**config.mk**
```make
export PLATFORM = sky130hd
export DESIGN_NAME = alu_bist
export DESIGN_NICKNAME = d
export VERILOG_FILES = /design/src/rtl/alu_bist_pkg.sv /design/src/rtl/alu_bist_ref.sv /design/src/rtl/alu_bist.sv
export SDC_FILE = /design/constraint.sdc
export NUM_CORES = 1
export LEC_CHECK = 0
export CORE_UTILIZATION = 58
export CTS_BUF_LIST = sky130_fd_sc_hd__clkbuf_4 sky130_fd_sc_hd__clkbuf_8
export DETAILED_ROUTE_END_ITERATION = 6
export PLACE_DENSITY = 0.82
export SLEW_MARGIN = 25
export SYNTH_ARGS = -nofsm -noshare
export SYNTH_HDL_FRONTEND = slang
export SYNTH_SLANG_ARGS = --single-unit
```
**constraint.sdc**
```tcl
create_clock -name ck -period 6.45 [get_ports ck]
set_input_delay 0.9675 -clock ck [delete_from_list [all_inputs] [get_ports ck]]
set_output_delay 0.9675 -clock ck [all_outputs]
set_load 0.03 [all_outputs]
```
**src/rtl/alu_bist_pkg.sv**
```systemverilog
// Shared definitions for the ALU built-in self-test: opcodes, FSM encoding,
// LFSR taps and the record carried down the compare pipeline.
package alu_bist_pkg;

    typedef enum logic [1:0] {
        S_IDLE  = 2'd0,
        S_RUN   = 2'd1,
        S_DRAIN = 2'd2,
        S_DONE  = 2'd3
    } state_t;

    localparam logic [3:0] OP_ADD = 4'b0000;
    localparam logic [3:0] OP_SUB = 4'b0001;
    localparam logic [3:0] OP_AND = 4'b1000;
    localparam logic [3:0] OP_OR  = 4'b1001;
    localparam logic [3:0] OP_XOR = 4'b1010;
    localparam logic [3:0] OP_NOT = 4'b1011;
    localparam logic [3:0] OP_SHR = 4'b1100;
    localparam logic [3:0] OP_SHL = 4'b1101;
    localparam logic [3:0] OP_ROR = 4'b1110;
    localparam logic [3:0] OP_ROL = 4'b1111;

    // x^16+x^14+x^13+x^11+1 in right-shifting Fibonacci form: taps at bits 0,2,3,5.
    localparam logic [15:0] LFSR_TAPS = 16'h002D;

    typedef struct packed {
        logic       v;
        logic [7:0] expv;
        logic [7:0] a;
        logic [7:0] b;
        logic [3:0] ctr;
    } vec_t;

    function automatic logic [15:0] lfsr_step(input logic [15:0] s);
        return {^(s & LFSR_TAPS), s[15:1]};
    endfunction

endpackage

```
**src/rtl/alu_bist_ref.sv**
```systemverilog
// Golden combinational ALU: the result the unit under test must return for a vector.
module alu_ref
    import alu_bist_pkg::*;
(
    input  logic [7:0] a,
    input  logic [7:0] b,
    input  logic [3:0] ctr,
    output logic [7:0] y
);

    always_comb begin
        y = 8'h00;
        case (ctr)
            OP_ADD:  y = a + b;
            OP_SUB:  y = a - b;
            OP_AND:  y = a & b;
            OP_OR:   y = a | b;
            OP_XOR:  y = a ^ b;
            OP_NOT:  y = ~a;
            OP_SHR:  y = {1'b0, a[7:1]};
            OP_SHL:  y = {a[6:0], 1'b0};
            OP_ROR:  y = {a[0], a[7:1]};
            OP_ROL:  y = {a[6:0], a[7]};
            default: y = 8'h00;
        endcase
    end

endmodule

```
**src/rtl/alu_bist.sv**
```systemverilog
// LFSR-driven self-test for an 8-bit ALU: issues n_ops vectors, checks each
// result LAT edges later, and reports error count plus the first failing vector.
module alu_bist #(
    parameter logic [15:0] SEED = 16'hACE1,
    parameter int          LAT  = 2
) (
    input  logic        ck,
    input  logic        rst,
    input  logic        start,
    input  logic [15:0] n_ops,
    output logic [7:0]  a,
    output logic [7:0]  b,
    output logic [3:0]  ctr,
    input  logic [7:0]  alu_o,
    output logic        busy,
    output logic        done,
    output logic        pass,
    output logic [7:0]  err_cnt,
    output logic [7:0]  fail_a,
    output logic [7:0]  fail_b,
    output logic [3:0]  fail_ctr,
    output logic [7:0]  fail_o,
    output logic [1:0]  dbg_state
);
    import alu_bist_pkg::*;

    localparam logic [15:0] SEED_EFF = (SEED == 16'h0000) ? 16'h0001 : SEED;

    state_t      state, state_n;
    logic        launch, issue;
    logic [15:0] lfsr, issue_cnt, drain_cnt;
    logic        v_iss;
    logic [7:0]  exp_now;
    vec_t        pipe [LAT];
    vec_t        tail;
    logic        hit, seen_q;
    logic [7:0]  err_q, fail_a_q, fail_b_q, fail_o_q;
    logic [3:0]  fail_ctr_q;

    alu_ref u_ref (.a(a), .b(b), .ctr(ctr), .y(exp_now));

    always_ff @(posedge ck or posedge rst) begin
        if (rst) state <= S_IDLE;
        else     state <= state_n;
    end

    always_comb begin
        state_n = state;
        launch  = 1'b0;
        issue   = 1'b0;
        case (state)
            S_IDLE, S_DONE: begin
                if (start) begin
                    launch  = 1'b1;
                    state_n = (n_ops == 16'd0) ? S_DONE : S_RUN;
                end
            end
            S_RUN: begin
                issue = 1'b1;
                if (issue_cnt <= 16'd1) state_n = S_DRAIN;
            end
            S_DRAIN: begin
                if (drain_cnt == 16'd0) state_n = S_DONE;
            end
            default: state_n = S_IDLE;
        endcase
    end

    always_ff @(posedge ck or posedge rst) begin
        if (rst) begin
            lfsr       <= SEED_EFF;
            issue_cnt  <= 16'd0;
            drain_cnt  <= 16'd0;
            a          <= 8'h00;
            b          <= 8'h00;
            ctr        <= 4'h0;
            v_iss      <= 1'b0;
            seen_q     <= 1'b0;
            err_q      <= 8'h00;
            fail_a_q   <= 8'h00;
            fail_b_q   <= 8'h00;
            fail_ctr_q <= 4'h0;
            fail_o_q   <= 8'h00;
            for (int i = 0; i < LAT; i++) pipe[i] <= '0;
        end else begin
            v_iss        <= issue;
            // a/b/ctr hold the vector issued last edge, so its expected value enters here.
            pipe[0].v    <= v_iss;
            pipe[0].expv <= exp_now;
            pipe[0].a    <= a;
            pipe[0].b    <= b;
            pipe[0].ctr  <= ctr;
            for (int i = 1; i < LAT; i++) pipe[i] <= pipe[i-1];

            if (launch) begin
                lfsr       <= SEED_EFF;
                issue_cnt  <= n_ops;
                seen_q     <= 1'b0;
                err_q      <= 8'h00;
                fail_a_q   <= 8'h00;
                fail_b_q   <= 8'h00;
                fail_ctr_q <= 4'h0;
                fail_o_q   <= 8'h00;
                for (int i = 0; i < LAT; i++) pipe[i].v <= 1'b0;
            end else begin
                seen_q     <= seen_q | hit;
                err_q      <= err_cnt;
                fail_a_q   <= fail_a;
                fail_b_q   <= fail_b;
                fail_ctr_q <= fail_ctr;
                fail_o_q   <= fail_o;
            end

            if (issue) begin
                a         <= lfsr[7:0];
                b         <= lfsr[15:8];
                ctr       <= lfsr[11:8] ^ lfsr[3:0];
                lfsr      <= lfsr_step(lfsr);
                issue_cnt <= issue_cnt - 16'd1;
                drain_cnt <= 16'(LAT - 1);
            end else if (state == S_DRAIN && drain_cnt != 16'd0) begin
                drain_cnt <= drain_cnt - 16'd1;
            end
        end
    end

    // Reported counters fold in the comparison being made this cycle, so the
    // last vector's verdict is already visible in the first DONE cycle.
    always_comb begin
        tail     = pipe[LAT-1];
        hit      = tail.v && (alu_o != tail.expv);
        err_cnt  = err_q;
        fail_a   = fail_a_q;
        fail_b   = fail_b_q;
        fail_ctr = fail_ctr_q;
        fail_o   = fail_o_q;
        if (hit && err_q != 8'hFF) err_cnt = err_q + 8'd1;
        if (hit && !seen_q) begin
            fail_a   = tail.a;
            fail_b   = tail.b;
            fail_ctr = tail.ctr;
            fail_o   = alu_o;
        end
    end

    assign busy      = (state == S_RUN) || (state == S_DRAIN);
    assign done      = (state == S_DONE);
    assign pass      = done && (err_cnt == 8'h00);
    assign dbg_state = state;

endmodule

```
==> summary.txt <==
Detailed routing
  • First drt pass iteration count: 7
  • Vias: about 5.6k
  • Initial DRC Count: between 500 and 600
  • Antenna viol nets, final: 0
  • DRT Wirelength: ~16 mm
  • Wirelength per Cell: 16.5 um
  • Post-DR vias/cell: 5.64
  • DRC: 1

Status
  • Failing checks: design-rule violations
  • Status: complete, but fails checks

Critical path
  • Worst path arrival time: slightly below 4 ns
  • Reg2Reg Setup Slack: between 3 and 4 ns
  • Crit path launch: alu_o[5]
  • CP endpoint: pass
  • Req. time, crit path: approximately 5.5 ns
  • Crit-path max FO: 5
  • Reg-to-reg critical path startpoint: ctr[3]$_DFFE_PP0P_
  • Worst-case reg-to-reg path depth: 11
  • Crit path capture type: output pin
  • R2R Path End: pipe[56]$_DFF_PP0_
  • CP Launch Type: primary input
  • CP Class: primary input to output pin

Min path
  • Hold Path Class: flop to flop
  • Worst hold path depth: 0

Floorplanning
  • Initial core utilization: 0.592
  • Ports: 88
  • DIE HEIGHT: 118 um
  • Row count: 42
  • Die width: about 120 um
  • DIE AREA: approximately 14000 um^2
  • Placeable Area: 13200 um^2

Power and ir drop
  • P_leak: roughly 0.0043 uW
  • P per Cell Area: roughly 560 nW/um^2
  • Peak supply drop: approximately 0.25 mV

Finish
  • Non-Filler Instances: between 900 and 1k
  • Area grow syn2layout: 18.8%
  • # diodes: 0
  • Net total in the final layout: 864
  • Share of layout cells above drive strength 1: 0.0833

STA
  • Fmax: ~210 MHz
  • Final min period: a little under 5 ns
  • Fin Setup TNS: 0 ns
  • Final period util: 0.755
  • Worst slew pin tran: 0.937 ns
  • Rel. slew slack: 0.374
  • Skew final: 0.0122 ns
  • Unrepaired setup endpoints after global routing: no
  • Fin. Hold Viols: 0
  • Setup-failing EPs final: 0
  • Worst Slack Setup Final: between 1.5 and 2 ns
  • Max-slew violations: 0

Global routing
  • Vias in the first global route: approximately 5.6k
  • Initial antenna violation count: 0
  • All-Layer GR Usage: 0.252
  • Global-route wire length before repair: 27.6 mm
  • GR Overflow Total: 0
  • Pin count of the biggest net entering global routing: just under 100

Flow run
  • Maxcap violations: 0

Place
  • DP HPWL: 11.5 mm
  • Pre-CTS WS: roughly 1.6 ns
  • DP Cell Count: around 960
  • Port bufs: 87
  • GPL Wtd Cong: 0.879

Synthesis
  • Mapped Cells: approximately 720
  • Yosys reg bits: around 170
  • Netlist cell types: 68
  • Area of the mapped netlist: 7850 um^2
  • Synth Flop Type: dfrtp_1
  • Share of the yosys chip area belonging to registers: 0.531
  • Async set-reset flop share out of synthesis: 1.00
  • Net count after synthesis: 778
  • Synth warn: 0
  • EDFF count, synth: 0
  • Syn Area/Cell: 10.9 um^2

Clock tree
  • Hold Buf Count CTS: 0
  • Post-CTS resize count: 0
  • H-tree Lvls: 4
  • Max Root-Sink Buffers: 2
  • CTS Buf Count: 17
  • Post-CTS Repair Setup Buffers: 0
  • Clock transition at the registers of the reported paths: 0.07 ns
  • CTS tree: done
  • Clk_lat worst skew: between 0.4 and 0.5 ns
  • Clk root buf: clkbuf_8
  • Clk sink count: ~170
metrics by stage:
stage                util  hold WS (ns)  instance area, um^2  total power [uW]
floorplan               -         0.331                 7850              3590
global placement    0.671         0.332                 8890              4310
detailed placement  0.671         0.335                 8890              4420
CTS                 0.704         0.347                 9320              5230
global route        0.704         0.355                 9320              5560
finish              0.704         0.344                 9320              5210
layer usage:
metal / track usage / wire length, um
met1: 0.330 / 7160
met2: 0.407 / 7970
met3: 0.0541 / 892
met4: 0.112 / 376
met5: 0 / 0
synth_stat cells, types with 7 or more instances:
cell type  instances  area [um^2]
xor2_1            21          184
xnor2_1           29          254
inv_1             31          116
dfrtp_1          158         3950
o21ai_0           43          215
ha_1              32          400
dfstp_2            8          210
nand3_1           21          105
clkbuf_1          22         82.6
a21oi_1           22          110
mux2i_1           15          150
nand2_1           62          233
mux2_1            28          315
nor4_1            10         62.6
and3_1             7         43.8
or3_1              7         43.8
and2_1            37          231
nor3_1            15         75.1
nor2_1            54          203
registers in the layout (all words and copies together) (netlist names), 2 cells and up:
signal      cells
ctr             4
a               8
issue_cnt      16
dbg_state       2
fail_a_q        8
err_q           8
fail_o_q        8
fail_b_q        8
b               8
drain_cnt      16
pipe           58
fail_ctr_q      4
lfsr           16
how the worst min path moves through the flow:
stage                                   from                 end  slack, ns
final                     pipe[42]$_DFF_PP0_  pipe[13]$_DFF_PP0_       0.34
after global routing      pipe[42]$_DFF_PP0_  pipe[13]$_DFF_PP0_       0.35
after CTS                 pipe[42]$_DFF_PP0_  pipe[13]$_DFF_PP0_       0.35
after detailed placement  pipe[42]$_DFF_PP0_  pipe[13]$_DFF_PP0_       0.33
after global placement    pipe[47]$_DFF_PP0_  pipe[18]$_DFF_PP0_       0.33
after floorplan           pipe[29]$_DFF_PP0_   pipe[0]$_DFF_PP0_       0.33
layout by cell type (no fill, tap or decap), types with 3 or more instances in the layout:
| master | n |
|---|---|
| buf_4 | 8 |
| mux2_1 | 28 |
| clkbuf_4 | 3 |
| or4_1 | 3 |
| xnor2_1 | 29 |
| and3_1 | 7 |
| nand3_1 | 21 |
| nor4_1 | 10 |
| o311ai_0 | 4 |
| inv_1 | 30 |
| clkbuf_8 | 21 |
| nor2b_1 | 4 |
| a222oi_1 | 4 |
| clkdlybuf4s50_1 | 87 |
| dfstp_2 | 8 |
| o21ai_0 | 43 |
| ha_1 | 31 |
| o211ai_1 | 5 |
| or3_1 | 7 |
| a21oi_1 | 22 |
| nand2_1 | 62 |
| bufinv_16 | 3 |
| mux2_2 | 4 |
| mux2i_1 | 15 |
| a211oi_1 | 6 |
| dfrtp_1 | 158 |
| o21ai_1 | 3 |
| nor3_1 | 15 |
| a32o_1 | 4 |
| nor2_1 | 53 |
| xor2_1 | 21 |
| and2_1 | 37 |
| nand2b_1 | 6 |
cell type report:
cell class                 instances  area [um^2]
sequential                       166         4160
fill                             972         3920
multi-input combinational        493         3460
timing repair buffer              95          931
clock buffer                      24          312
tap                              176          220
inverter                          31          121
clock inverter                     7          119
logic make-up (layout without fill, tap and decap cells):
kind of cell | count (synthesis) | in the layout | synth area share
multiplexers | 48 | 48 | 0.0679
XOR/XNOR | 50 | 50 | 0.0558
buffers and inverters | 59 | 157 | 0.0293
AO/OA/AOI/OAI | 116 | 116 | 0.101
flip-flops | 166 | 166 | 0.531
AND/OR/NAND/NOR | 246 | 246 | 0.161
adder cells (fa/ha/maj) | 33 | 33 | 0.0536
where the power goes:
| part | switching (uW) | internal, uW |
|---|---|---|
| clock network | 353 | 435 |
| registers | 350 | 1480 |
| logic | 1490 | 1100 |
| total | 2190 | 3010 |
worst max-delay path, stage by stage:
cell	delay [ns]
clkdlybuf4s50_1	0.44
xor2_1	0.17
nor4_2	0.44
a21bo_2	0.26
nor3_1	0.09
or4_1	0.43
a2111oi_2	0.38
clkdlybuf4s50_1	0.73
(Power assumes the default switching activity.)
